File: config.mk
export PLATFORM = sky130hd
export DESIGN_NAME = branch_redirect_ctrl
export DESIGN_NICKNAME = d
export VERILOG_FILES = /design/src/rtl/pipe_pkg.sv /design/src/rtl/sat_counter.sv /design/src/rtl/branch_redirect_ctrl.sv
export SDC_FILE = /design/constraint.sdc
export NUM_CORES = 1
export LEC_CHECK = 0
export CAP_MARGIN = 20
export CELL_PAD_IN_SITES_DETAIL_PLACEMENT = 0
export CELL_PAD_IN_SITES_GLOBAL_PLACEMENT = 1
export CORE_MARGIN = 2
export CORE_UTILIZATION = 34
export CTS_CLUSTER_SIZE = 30
export DETAILED_ROUTE_END_ITERATION = 8
export PLACE_DENSITY_LB_ADDON = 0.1
export SLEW_MARGIN = 5
export SYNTH_ARGS = -nofsm -noshare
export SYNTH_HDL_FRONTEND = slang
export SYNTH_SLANG_ARGS = --single-unit
File: constraint.sdc
create_clock -name clk -period 2.5 [get_ports clk]
set_clock_uncertainty 0.1 [all_clocks]
set_input_delay 0.625 -clock clk [delete_from_list [all_inputs] [get_ports clk]]
set_output_delay 0.625 -clock clk [all_outputs]
set_load 0.05 [all_outputs]
File: src/rtl/pipe_pkg.sv
// Shared pipeline definitions: fetch-control FSM states and default fetch geometry.
package pipe_pkg;

    typedef enum logic {
        S_RUN,
        S_FLUSH
    } state_e;

    localparam int unsigned      DEF_ADDR_W      = 32;
    localparam int unsigned      DEF_INSTR_BYTES = 4;
    localparam int unsigned      DEF_INSTR_LSB   = $clog2(DEF_INSTR_BYTES);
    localparam logic [31:0]      DEF_RESET_PC    = 32'h0000_0000;

endpackage

File: src/rtl/sat_counter.sv
// Saturating up-counter with enable; holds at all-ones instead of wrapping.
module sat_counter #(
    parameter int unsigned Width = 16
) (
    input  logic             clk_i,
    input  logic             rst_ni,
    input  logic             en_i,
    output logic [Width-1:0] count_o
);

    logic [Width-1:0] count_q, count_d;

    always_comb begin
        count_d = count_q;
        if (en_i && !(&count_q)) begin
            count_d = count_q + Width'(1);
        end
    end

    // Synchronous active-low reset.
    always_ff @(posedge clk_i) begin
        if (!rst_ni) begin
            count_q <= '0;
        end else begin
            count_q <= count_d;
        end
    end

    assign count_o = count_q;

endmodule

File: src/rtl/branch_redirect_ctrl.sv
// Fetch PC owner: sequential advance, stall hold, and taken-branch redirect with
// a registered IF/ID flush that lasts FLUSH_CYCLES non-stalled cycles.
module branch_redirect_ctrl #(
    parameter int unsigned       ADDR_W       = pipe_pkg::DEF_ADDR_W,
    parameter logic [ADDR_W-1:0] RESET_PC     = ADDR_W'(pipe_pkg::DEF_RESET_PC),
    parameter int unsigned       INSTR_BYTES  = pipe_pkg::DEF_INSTR_BYTES,
    parameter int unsigned       FLUSH_CYCLES = 1,
    parameter int unsigned       CNT_W        = 16
) (
    input  logic              clk,
    input  logic              rst_n,
    input  logic              br_taken,
    input  logic [ADDR_W-1:0] br_target,
    input  logic              stall,
    output logic [ADDR_W-1:0] pc_o,
    output logic              pc_write,
    output logic              flush_if_id,
    output logic              redirect_pulse,
    output logic [CNT_W-1:0]  br_count,
    output logic              misalign_err
);

    import pipe_pkg::*;

    localparam logic [ADDR_W-1:0] LowMask = ADDR_W'(INSTR_BYTES - 1);
    localparam logic [ADDR_W-1:0] PcInc   = ADDR_W'(INSTR_BYTES);
    localparam logic [2:0]        FlushInit = 3'(FLUSH_CYCLES - 1);

    state_e            state_q, state_d;
    logic [2:0]        fcnt_q, fcnt_d;
    logic [ADDR_W-1:0] pc_q, pc_d;
    logic              flush_q, flush_d;
    logic              pulse_q, pulse_d;
    logic              misalign_q, misalign_d;
    logic              cnt_en;

    always_comb begin
        state_d    = state_q;
        fcnt_d     = fcnt_q;
        pc_d       = pc_q;
        flush_d    = flush_q;
        pulse_d    = 1'b0;
        misalign_d = misalign_q;
        cnt_en     = 1'b0;
        pc_write   = 1'b0;

        unique case (state_q)
            S_RUN: begin
                flush_d = 1'b0;
                // A stall masks br_taken: ID operands are not final yet.
                if (stall) begin
                    pc_write = 1'b0;
                end else if (br_taken) begin
                    pc_d       = br_target & ~LowMask;
                    pc_write   = 1'b1;
                    flush_d    = 1'b1;
                    pulse_d    = 1'b1;
                    fcnt_d     = FlushInit;
                    cnt_en     = 1'b1;
                    misalign_d = misalign_q | (|(br_target & LowMask));
                    state_d    = (FLUSH_CYCLES == 1) ? S_RUN : S_FLUSH;
                end else begin
                    pc_d     = pc_q + PcInc;
                    pc_write = 1'b1;
                end
            end
            S_FLUSH: begin
                // The ID instruction is a squashed bubble, so br_taken is ignored here.
                if (!stall) begin
                    pc_d     = pc_q + PcInc;
                    pc_write = 1'b1;
                    if (fcnt_q == 3'd0) begin
                        flush_d = 1'b0;
                        state_d = S_RUN;
                    end else begin
                        fcnt_d = fcnt_q - 3'd1;
                    end
                end
            end
            default: begin
                state_d = S_RUN;
            end
        endcase
    end

    always_ff @(posedge clk) begin
        if (!rst_n) begin
            state_q    <= S_RUN;
            fcnt_q     <= 3'd0;
            pc_q       <= RESET_PC;
            flush_q    <= 1'b0;
            pulse_q    <= 1'b0;
            misalign_q <= 1'b0;
        end else begin
            state_q    <= state_d;
            fcnt_q     <= fcnt_d;
            pc_q       <= pc_d;
            flush_q    <= flush_d;
            pulse_q    <= pulse_d;
            misalign_q <= misalign_d;
        end
    end

    sat_counter #(
        .Width(CNT_W)
    ) u_br_cnt (
        .clk_i  (clk),
        .rst_ni (rst_n),
        .en_i   (cnt_en),
        .count_o(br_count)
    );

    assign pc_o           = pc_q;
    assign flush_if_id    = flush_q;
    assign redirect_pulse = pulse_q;
    assign misalign_err   = misalign_q;

endmodule
# Yosys cells after proc, flatten, opt, wreduce, memory -nomap -nowiden
# Index checks and enable logic that the tools add are counted.
# Widths: inputs -> output; s select.
totals:
  ff_bits: 55
  input_bits: 36
  output_inout_bits: 52
  elab_cells: 46
op_classes:
  n_addsub: 3
  n_eq_ne: 5
  mux: 19
  n_bitwise: 3
  n_reduce_logical: 9
ops:
  columns: ["op", "n"]
  rows:
  - ["$mux 32", 3]
  - ["$pmux 32 s2", 1]
  - ["$add 32x3->32 const B", 1]
  - ["$add 16x1->16 const B", 1]
  - ["$reduce_and 16->1", 1]
  - ["$mux 3", 4]
  - ["$mux 1", 8]
  - ["$ne 2x2->1 const B", 4]
  - ["$pmux 3 s2", 1]
  - ["$pmux 1 s2", 2]
  - ["$reduce_and 2->1", 2]
  - ["$reduce_and 4->1", 1]
  - ["$logic_not 3->1", 1]
  - ["$reduce_and 3->1", 1]
  - ["$sub 3x1->3 const B", 1]
  - ["$ne 2x1->1 const B", 1]
  - ["$not 1->1", 2]
  - ["$reduce_or 2->1", 1]
  - ["$logic_and 1x1->1", 1]
  - ["$logic_not 1->1", 1]
  - ["$or 1x1->1", 1]

# Depth between registers and ports, before layout
depth:
  ltp_word: 4
  mapped_depth: 8
  ltp_nobuf: 7

# By module
# Synthesis repeated with hierarchy kept, for this count alone.
hier_totals:
  hier_cells: 399
  area_unflattened_um2: 3105.5
modules_own_cells:
  columns: ["mod", "instances", "cells_per_inst", "area_each_um2", "seq_area_each_um2"]
  rows:
  - ["branch_redirect_ctrl", 1, 304, 2306.0, 740.7]
  - ["sat_counter", 1, 95, 799.5, 320.3]

# Least setup slack after synthesis
# No wires, ideal clock.
synth_timing:
  kind: "input -> output"
  startpoint: "input stall"
  endpoint: "output pc_write"
  arrival_ps: 1525
  t_required_ps: 1775
  path_slack_ps: 250
  cell_stages: 3
  path_buffers: 2
  path_cell_list: "buf_4 -> clkinv_1 -> clkbuf_1"
synth_via:
  elab_chain_len: 1
synth_rtl:
  columns: ["element", "line", "text"]
  rows:
  - ["start: declaration", "branch_redirect_ctrl.sv:14", "input logic stall,"]
  - ["$mux 1", "branch_redirect_ctrl.sv:51, branch_redirect_ctrl.sv:69", null]
  - ["end: declaration", "branch_redirect_ctrl.sv:16", "output logic pc_write,"]
# Every way passes these cells.

# Worst setup path in the final report
layout_timing:
  startpoint: "register pc_q[24] (netlist: pc_o[24])"
  endpoint: "output pc_o[24]"
layout_lines:
  columns: ["element", "line", "text"]
  rows:
  - ["start: declaration", "branch_redirect_ctrl.sv:31", "logic [ADDR_W-1:0] pc_q, pc_d;"]
  - ["start signal: assignment", "branch_redirect_ctrl.sv:97", "pc_q <= pc_d;"]
  - ["end: declaration", "branch_redirect_ctrl.sv:15", "output logic [ADDR_W-1:0] pc_o,"]
# No word-level cell between the ends.

==> impl_metrics.ini <==
[status]
outcome = completed

[job]
max_cap_violations = 0

[clock_network]
clockBufferDepth = 2
cts_root_buf = sky130_fd_sc_hd__clkbuf_8
cts_tree = done
post_cts.resized_instances = 0
clk-insertion-delay-late_ns = 0.31
clock_tree.htree_level_count = 2
cts.reportedPaths.clkPinSlew_ns = 0.10
cts.sink_count = 53
cts_inserted_buffers = 5
post-cts-setup-buffers = 0
post_cts_hold_buffer_count = 0

[grt]
largest_net_degree_at_the_start_of_global_routing = 39
number_of_antenna_violations_at_the_first_check_in_global_routing = 0
grt.overflow.total = 0
globalRouteTotalUtil = 0.202
global_route_wire_length_before_repair_mm = 16.0
grt_pass1_vias = 3154

[logic_synthesis]
yosys.area_share.xor_xnor = 0.0289
asyncSetResetFlopFracSynth = 0
synth_top_flop_cell = sky130_fd_sc_hd__dfxtp_1
netlist_area_um2 = 3040
synth_enable_flop_cells = 0
post_synth_main_area_contributors = sky130_fd_sc_hd__dfxtp_1 35%, sky130_fd_sc_hd__nand2_1 6.3%, sky130_fd_sc_hd__a21oi_1 5.4%, sky130_fd_sc_hd__nor2_1 5.3%, sky130_fd_sc_hd__nand3_1 3.8%
synth-compound-area-share = 0.212
post_synth.cell_area_avg_um2 = 7.67
post_synth_num_cell_types = 55
synth_simple_gate_area_share = 0.323
synthesis.yosys.warnings = 0
synth.ff_latch_count = 53
synth_adder_area_share = 0.0165
synth_top_area_share = 0.350
largest_family_of_logic_cells_by_synthesized_area = simple AND/OR/NAND/NOR gates
muxShareOfSynthArea = 0.0198
netlist_instances = 396
synth_area_leader_cell = sky130_fd_sc_hd__dfxtp_1
register_area_share_after_synthesis = 0.350

[timing]
finalHoldWorstSlack_ns = 0.354
fin_crit_ns = 2.41
grt_setup_unrepaired = no
finalHoldViolations = 0
timing.final.max_slew_violations = 0
timing.final.crit_share = 0.965
timing.final.setup_violations = 0
timing.setup.tns_ns = 0
clock.fmax_mhz = 415
worst_slew_margin_rel = 0.599
worstMarginPinSlew_ns = 0.597

[final_layout]
drive_above_1_share = 0.0844
finalNonFillerCells = 594
area_growth_pct = 38.4
finalInstanceArea_um2 = 4200
diodes = 0
final_net_count = 525
most-common-layout-cells = 84 x sky130_fd_sc_hd__clkdlybuf4s50_1, 53 x sky130_fd_sc_hd__dfxtp_1, 51 x sky130_fd_sc_hd__nand2_1
most_common_cell_after_layout_fill_and_taps_aside = sky130_fd_sc_hd__clkdlybuf4s50_1

[pwr]
power_mw = 2.00
leakagePower_nw = 1.44
ir_drop_v = 0.000210
pwr_density_cell_nw_per_um2 = 476

[route]
detail_route.vias_per_cell = 5.48
ant_nets = 0
post-route-drc-count = 0
dr.first_iter.drc_count = 146
via_count = 3254
routed_wl_mm = 9.66
detail_route.first_pass.iterations = 4
drt-wirelength-per-cell_um = 16.3

[worst_setup_path]
worst-r2r-setup-slack_ns = 0.23
critical_path_class = register to output port
crit_buf_inv = 1
timing.critical_path.cells = clkdlybuf4s50_1
critical_path.max_stage_delay_ns = 0.86
critPathCaptureType = output port
timing.critical_path.max_delay_family = buffers and inverters
worstSetupStartpointType = register
worstPathMaxFanout = 9
critPathRequiredTime_ns = 1.77
cp_slowest_cell = sky130_fd_sc_hd__clkdlybuf4s50_1
worst-endpoint-arrival_ns = 1.69

[floorplanning]
placeableCoreArea_um2 = 8680
io_count = 88
rows = 34
die_y_um = 98.5
die_outline_area_um2 = 9700
start_util = 0.350
die_x_um = 98.5

[placed_design]
post-dp-hpwl_mm = 7.01
place_inst = 586
place.port_buffers = 85
dpl_cell_area_um2 = 4080
last_weighted_congestion_value_of_the_routability_driven_placer = 0.827

[worst_hold_path]
min-delay-path-class = register to register
## per-layer routing
layer | GRT usage | share of wire | wire (µm) | up-vias
met5 | 0 | 0 | 0 | -
met4 | 0.0548 | 0.010 | 99 | 0
met3 | 0.0447 | 0.051 | 489 | 7
met2 | 0.341 | 0.49 | 4690 | 71
met1 | 0.261 | 0.45 | 4380 | 1545
li1 | - | - | - | 1631
## sequential cells by signal, summed over array words and instances (netlist names)
name and flops:
u_br_cnt.count_o 16, state_q 1, flush_if_id 1, fcnt_q 3
misalign_err 1, redirect_pulse 1, pc_o 30
## metrics by stage
stage / setup slack [ns] / util
floorplan: 0.250 / -
global placement: -0.0385 / 0.470
detailed placement: -0.0918 / 0.470
CTS: 0.0723 / 0.484
global route: 0.00882 / 0.484
finish: 0.0882 / 0.484
## cell families after synthesis
family                   after synthesis
XOR/XNOR                              10
flip-flops                            53
buffers and inverters                 34
AO/OA/AOI/OAI                        100
other                                  1
multiplexers                           6
adder cells (fa/ha/maj)                4
AND/OR/NAND/NOR                      188
## worst paths after layout
kind | from | end | cells past startpoint
worst min register to register | misalign_err$_SDFFE_PN0P_ | misalign_err$_SDFFE_PN0P_ | 2
worst max-delay path | pc_o[24]$_SDFFE_PN0P_ | pc_o[24] | 1
worst min-delay path | misalign_err$_SDFFE_PN0P_ | misalign_err$_SDFFE_PN0P_ | 2
worst max register to register | pc_o[3]$_SDFFE_PN0P_ | pc_o[24]$_SDFFE_PN0P_ | 6
## area by class of cell
cell class	count	area (µm²)
Clock buffer	6	82.6
Clock inverter	2	37.5
Fill cell	911	4480
Inverter	9	33.8
Multi-Input combinational cell	310	1830
Sequential cell	53	1060
Tap cell	108	135
Timing Repair Buffer	106	1020
## cell usage after synthesis (6+ instances only)
master / count
sky130_fd_sc_hd__a21oi_1: 33
sky130_fd_sc_hd__a22oi_1: 9
sky130_fd_sc_hd__a31oi_1: 7
sky130_fd_sc_hd__clkbuf_1: 16
sky130_fd_sc_hd__dfxtp_1: 53
sky130_fd_sc_hd__inv_1: 8
sky130_fd_sc_hd__mux2i_1: 6
sky130_fd_sc_hd__nand2_1: 51
sky130_fd_sc_hd__nand3_1: 23
sky130_fd_sc_hd__nand4_1: 14
sky130_fd_sc_hd__nor2_1: 43
sky130_fd_sc_hd__nor3_1: 16
sky130_fd_sc_hd__o21ai_0: 14
sky130_fd_sc_hd__o22ai_1: 10
sky130_fd_sc_hd__xnor2_1: 10
## report_power, final
part           internal, mW  switching (mW)
Combinational         0.178           0.256
Clock                 0.326           0.306
Sequential            0.878          0.0523
No activity file was read; power rests on OpenSTA's default activity.
